`src/rtl/contador_programa.sv`:
```
`default_nettype none
// ============================================================================
// contador_programa : program counter with return-address stack
// Rev 1.0 - initial release
// ============================================================================
module contador_programa #(
  parameter int ANCHO_PC     = 8,
  parameter int ANCHO_OFFSET = 6,
  parameter int PILA_PROF    = 8,
  parameter logic [ANCHO_PC-1:0] VECTOR_RESET = '0
) (
  input  logic                           i_Clk,
  input  logic                           i_Reset_n,
  input  logic                           i_Habilitar,
  input  logic [1:0]                     i_Salto_PC,
  input  logic                           i_Llamada,
  input  logic [ANCHO_PC-1:0]            i_Direccion,
  input  logic [ANCHO_OFFSET-1:0]        i_Offset,
  output logic [ANCHO_PC-1:0]            o_PC,
  output logic [$clog2(PILA_PROF):0]     o_Nivel_Pila,
  output logic                           o_Pila_Vacia,
  output logic                           o_Pila_Llena,
  output logic                           o_Error_Pila
);

  localparam int AW = $clog2(PILA_PROF);
  localparam int NW = AW + 1;
  localparam logic [NW-1:0] NIVEL_LLENO = NW'(PILA_PROF);

  localparam logic [1:0] SEL_SECUENCIAL = 2'b00;
  localparam logic [1:0] SEL_ABSOLUTO   = 2'b01;
  localparam logic [1:0] SEL_RELATIVO   = 2'b10;
  localparam logic [1:0] SEL_RETORNO    = 2'b11;

  logic [ANCHO_PC-1:0] pc_q, pc_d;
  logic [NW-1:0]       nivel_q, nivel_d;
  logic                error_q, error_d;
  logic                push;

  logic [ANCHO_PC-1:0] pila_q [PILA_PROF];

  logic [ANCHO_PC-1:0] w_pc_inc;
  logic [ANCHO_PC-1:0] w_offset_ext;
  logic [AW-1:0]       w_idx_push;
  logic [AW-1:0]       w_idx_pop;
  logic                w_vacia;
  logic                w_llena;

  assign w_pc_inc     = pc_q + {{(ANCHO_PC-1){1'b0}}, 1'b1};
  assign w_offset_ext = {{(ANCHO_PC-ANCHO_OFFSET){i_Offset[ANCHO_OFFSET-1]}}, i_Offset};
  assign w_vacia      = (nivel_q == '0);
  assign w_llena      = (nivel_q == NIVEL_LLENO);
  // Low bits only: pushes never happen when full, pops never when empty.
  assign w_idx_push   = nivel_q[AW-1:0];
  assign w_idx_pop    = nivel_q[AW-1:0] - {{(AW-1){1'b0}}, 1'b1};

  always_comb begin
    pc_d    = pc_q;
    nivel_d = nivel_q;
    error_d = error_q;
    push    = 1'b0;
    if (i_Habilitar) begin
      case (i_Salto_PC)
        SEL_SECUENCIAL: pc_d = w_pc_inc;
        SEL_ABSOLUTO: begin
          pc_d = i_Direccion;
          if (i_Llamada) begin
            if (w_llena) begin
              error_d = 1'b1;
            end else begin
              push    = 1'b1;
              nivel_d = nivel_q + {{(NW-1){1'b0}}, 1'b1};
            end
          end
        end
        SEL_RELATIVO: pc_d = pc_q + w_offset_ext;
        SEL_RETORNO: begin
          if (w_vacia) begin
            pc_d    = w_pc_inc;
            error_d = 1'b1;
          end else begin
            pc_d    = pila_q[w_idx_pop];
            nivel_d = nivel_q - {{(NW-1){1'b0}}, 1'b1};
          end
        end
        default: pc_d = pc_q;
      endcase
    end
  end

  always_ff @(posedge i_Clk or negedge i_Reset_n) begin
    if (!i_Reset_n) begin
      pc_q    <= VECTOR_RESET;
      nivel_q <= '0;
      error_q <= 1'b0;
    end else begin
      pc_q    <= pc_d;
      nivel_q <= nivel_d;
      error_q <= error_d;
    end
  end

  // Stack storage carries no reset; contents are meaningless while level is 0.
  always_ff @(posedge i_Clk) begin
    if (push) begin
      pila_q[w_idx_push] <= w_pc_inc;
    end
  end

  assign o_PC         = pc_q;
  assign o_Nivel_Pila = nivel_q;
  assign o_Pila_Vacia = w_vacia;
  assign o_Pila_Llena = w_llena;
  assign o_Error_Pila = error_q;

endmodule
`default_nettype wire

```
`config.mk`:
```
export PLATFORM = sky130hd
export DESIGN_NAME = contador_programa
export DESIGN_NICKNAME = d
export VERILOG_FILES = /design/src/rtl/contador_programa.sv
export SDC_FILE = /design/constraint.sdc
export NUM_CORES = 1
export LEC_CHECK = 0
export BUFFER_PORTS_ARGS = -buffer_cell sky130_fd_sc_hd__clkbuf_2
export CELL_PAD_IN_SITES_DETAIL_PLACEMENT = 0
export CELL_PAD_IN_SITES_GLOBAL_PLACEMENT = 2
export CORE_ASPECT_RATIO = 0.75
export CORE_MARGIN = 2
export CORE_UTILIZATION = 46
export CTS_BUF_LIST = sky130_fd_sc_hd__clkbuf_8 sky130_fd_sc_hd__clkbuf_16
export DETAILED_ROUTE_END_ITERATION = 10
export GPL_TIMING_DRIVEN = 0
export PLACE_DENSITY_LB_ADDON = 0.1
export SYNTH_ARGS = -nofsm -noshare
export SYNTH_HDL_FRONTEND = slang
export SYNTH_SLANG_ARGS = --single-unit
```
`constraint.sdc`:
```
create_clock -name i_Clk -period 6.7 [get_ports i_Clk]
set_clock_uncertainty 0.1 [all_clocks]
set_input_delay 1.34 -clock i_Clk [delete_from_list [all_inputs] [get_ports i_Clk]]
set_output_delay 1.34 -clock i_Clk [all_outputs]
set_load 0.01 [all_outputs]
```
**Yosys cells after proc, flatten, opt, wreduce, memory -nomap -nowiden**

Memories as Yosys holds them, arrays and structs flattened.
Index checks and enable logic that the tools add are counted.

- Equal/unequal tests: 9
- $lt $le $gt $ge: 0
- $mul: 0
- Reductions and logical operators: 5
- Mux-type cells: 16
- Bitwise gates (word level): 0
- Divide/modulo/power cells: 0
- Add/sub/neg operators: 5
- Shifts and indexed selects: 0

Operator list:

| kind | number |
|---|---|
| $pmux 8 s4 | 1 |
| $mux 4 | 3 |
| $ne 2x2->1 const B | 5 |
| $reduce_and 5->1 | 2 |
| $mux 1 | 9 |
| $add 8x1->8 const B | 1 |
| $add 8x8->8 | 1 |
| $mux 8 | 1 |
| $pmux 4 s2 | 1 |
| $add 4x1->4 const B | 1 |
| $eq 2x2->1 const B | 2 |
| $eq 4x4->1 const B | 1 |
| $logic_not 4->1 | 1 |
| $sub 4x1->4 const B | 1 |
| $sub 3x1->3 const B | 1 |
| $eq 2x1->1 const B | 1 |
| $logic_not 2->1 | 1 |
| $pmux 1 s2 | 1 |
| $reduce_bool 2->1 | 1 |

- Flip-flop bits (word level): 13
- Latch bits: 0
- Word-level logic and storage cells: 39
- Input port bits: 20
- Memory bits (writable): 64
- Memory bits (read-only): 0
- Memories: 1

Memories:

| memory | depth | bits a word | rd ports | clocked after Yosys merged registers in | wr ports | line | RTL |
|---|---|---|---|---|---|---|---|
| pila_q | 8 | 8 | 1 | 0 | 1 | 40 | `logic [ANCHO_PC-1:0] pila_q [PILA_PROF];` |

**Logic depth before layout (Yosys ltp)**

- Depth in word-level cells: 7
- Gate-level depth with buffers: 11
- Mapped depth without buffers: 8

**Worst setup path after synthesis**

Ideal clock, no wire load.

- Path type: register to output
- Start: register nivel_q[0] (netlist: o_Nivel_Pila[0])
- End: output port o_Pila_Vacia
- Arrival: 1763 ps
- Setup slack: 3497 ps
- Data required time: 5260 ps
- Stages on the path, launching flop included: 7
- Path buffers: 2
- Cell sequence: dfrtp_1 buf_6 buf_2 inv_1 ha_1 or3b_1 inv_2

- Longest elaborated chain between the ends: 1

Ends and longest elaborated chain:

| item | line | RTL |
|---|---|---|
| start: declaration | 36 | `logic [NW-1:0] nivel_q, nivel_d;` |
| start signal: assignment | 98 | `nivel_q <= nivel_d;` |
| $logic_not 4->1 | 51 | `assign w_vacia = (nivel_q == '0);` |
| end: declaration | 21 | `output logic o_Pila_Vacia,` |

Every way passes these cells.

**Worst setup path after layout**

Ends and elaborated chain as after synthesis.

==> impl_metrics.py <==
metrics = {
    "global_route": {
        "overflow": 0,
        "grt_max_degree": 14,
        "antenna_found_initial": 0,
        "grt_pass1_wl_um": 13560,
        "grt.total_usage_pct": 21.27,
        "first_global_vias": 2436,
    },
    "sta": {
        "relSlewSlack_pct": 38.05,
        "maxSlewViolCount": 0,
        "min_period_over_period_pct": 59.17,
        "post-route-min-period_ps": 3964,
        "fin_ws_ps": 2736,
        "rsz0062_at_grt": "no",
        "finalSetupTns_ps": 0,
        "setup_violations": 0,
        "hold_viol_final": 0,
        "fmax_ghz": 0.2523,
        "tightest_slew_ps": 925.8,
    },
    "synth": {
        "ys_seq_area_share_pct": 58.90,
        "synth-seq-cells": 77,
        "synthFlopType": "edfxtp_1",
        "synth_area_per_cell_um2": 14.56,
        "ys_async_sr_fraction_pct": 16.88,
        "synth_cell_type_count": 53,
        "yosysWarningCount": 0,
        "syn-cell-area_mm2": 0.003815,
        "syn_inst": 262,
        "syn_nets": 295,
        "synth-edff-count": 64,
    },
    "flow_run": {
        "max_cap_viol_count": 0,
    },
    "critical_path": {
        "crit_chain": "buf_6, buf_2, inv_1, ha_1, or3b_1, inv_2, clkbuf_2",
        "required_ps": 5260,
        "crit_path_start_kind": "flip-flop",
        "arrival_ps": 2520,
        "cpLargestDelayFamily": "buffers and inverters",
        "criticalPathCategory": "reg -> out",
        "worst-path-buf-inv": 5,
        "critPathMaxStageDelay_ps": 440,
        "endpoint_kind": "output pin",
        "worst-path-max-fanout": 10,
        "cpMaxStageDelayCell": "or3b_1",
    },
    "placed_design": {
        "port_buffers": 34,
        "place_inst": 402,
        "dp_hpwl_um": 6228,
        "gp_congestion": 0.8223,
        "pre_cts_slack_ps": 2662,
        "placed_area_mm2": 0.004121,
    },
    "routing": {
        "routed_wl_um": 8776,
        "ant_nets": 0,
        "num_vias": 2411,
        "firstDrtPassIters": 4,
        "drc": 0,
        "drt_iter0_markers": 147,
        "via_per_inst": 5.768,
        "wl_per_cell_um": 21.00,
    },
    "clock_network": {
        "htreeDepth": 3,
        "cts_num_sinks": 77,
        "post_cts_buffers": 0,
        "cts_tree": "done",
        "clk_latency_ps": 360,
        "clockBufferDepth": 2,
        "cts-buffers-inserted": 9,
        "clk_pin_slew_ps": 80,
        "holdBufCountCts": 0,
        "clockRootBuffer": "clkbuf_8",
        "post_cts_resized": 0,
    },
    "cells_and_area": {
        "final_cell_area_mm2": 0.004365,
        "stdcell_count": 418,
        "num-nets-final": 341,
        "antenna_cells": 0,
        "final_layout_size_suffix_gt1_share_pct": 25.88,
        "final_cell_mix": "64 x edfxtp_1, 34 x clkbuf_2, 21 x nor2_1",
        "layout_commonest_cell": "edfxtp_1",
        "syn_to_final_growth_pct": 14.43,
    },
    "floorplanning": {
        "start_util_pct": 47.97,
        "dieArea_mm2": 0.009045,
        "die_h_um": 82.87,
        "core.rowCount": 28,
        "fp.dieW_um": 109.2,
        "coreArea_mm2": 0.007953,
        "ioPinCount": 35,
    },
    "power_and_ir_drop": {
        "p_clk_share_pct": 21.4,
        "seq_power_share_pct": 35.7,
        "power_leakage_uw": 0.001668,
        "p_sw_share_pct": 35.44,
        "p_switching_uw": 689.8,
        "combPwrFrac_pct": 42.8,
        "p_int_uw": 1256,
        "vdd_drop_max_v": 0.0002502,
        "power_uw": 1946,
        "powerDensity_mw_per_mm2": 445.8,
    },
    "status": {
        "status": "finished, final reports clean",
    },
    "hold_path": {
        "holdCritPathClass": "reg -> reg",
    },
}
-- worst paths after layout --
path | end | slack [ps] | start | cells after the start
setup / recovery | o_Pila_Vacia | 2740 | o_Nivel_Pila[0] | 7
hold / removal | o_Error_Pila | 370 | o_Error_Pila | 1
setup reg to reg | pila_q[0][5] | 3120 | o_Nivel_Pila[0] | 10
hold reg to reg | o_Error_Pila | 370 | o_Error_Pila | 1
max in group asynchronous | o_PC[6] | 5390 | i_Reset_n | 1
min in group asynchronous | o_PC[7] | 810 | i_Reset_n | 1
-- stage by stage --
stage / utilization [%] / hold slack, ps
2_1_floorplan: - / 403.2
3_3_place_gp: 51.76 / 350.9
3_5_place_dp: 51.82 / 362.0
4_1_cts: 54.83 / 377.6
5_1_grt: 54.89 / 409.1
6_report: 54.89 / 371.4
-- worst reg2reg max path: cells and delay by family (launching register included) --
| kind | cells | cell delay (ps) |
|---|---|---|
| and+or+nand+nor | 5 | 1360 |
| adders and majority gates | 1 | 350 |
| DFF | 1 | 380 |
| buffers and inverters | 4 | 1070 |
-- power by group through the flow --
stage          clock, uW  sequential, uW  combinational, uW
5_1_grt              445             704                916
4_1_cts              427             696                846
3_3_place_gp           0             705                829
3_5_place_dp           0             707                837
6_report             417             696                834
2_1_floorplan          0             706                588
-- layout make-up --
type / instances / area (um^2)
Clock buffer: 9 / 123.9
Buffer: 8 / 48.80
Clock inverter: 7 / 115.1
Sequential cell: 77 / 2247
Multi-Input combinational cell: 164 / 1475
Fill cell: 680 / 3587
Tap cell: 105 / 131.4
Inverter: 13 / 48.80
Timing Repair Buffer: 35 / 175.2
-- registers in the layout (all words and copies together), names as in the netlist --
signal / flops
pila_q: 64
o_Nivel_Pila: 4
o_Error_Pila: 1
o_PC: 8
-- routing by layer --
metal  vias up  wire [um]  GRT usage (%)
met1      1246       4041          30.16
met2        56       4145          31.56
met4         0         78          6.527
met3         7        511          6.358
met5         -          0              0
li1       1102          -              -
-- synth_stat cells (5+ instances only) --
cell,instances,share of area (%)
dfrtp_1,13,8.5
xnor2_1,10,2.3
ha_1,11,3.6
mux4_2,15,8.9
inv_1,12,1.2
nor2_1,21,2.1
o21ai_0,5,0.66
a21oi_1,12,1.6
mux2_2,5,1.5
nor3_1,6,0.79
nand2_1,14,1.4
mux2i_1,6,1.6
edfxtp_1,64,50
-- cells by family (layout without fill, tap and decap cells) --
logic type / count (synthesis) / in the layout / share of synthesized area (%)
adders and majority gates: 13 / 13 / 4.657
muxes: 29 / 29 / 13.97
AOI/OAI and AO/OA: 42 / 42 / 7.544
xor gates and xnor gates: 15 / 15 / 3.936
DFF: 77 / 77 / 58.90
and+or+nand+nor: 65 / 65 / 8.430
buffers and inverters: 21 / 72 / 2.558
(Power assumes the default switching activity.)
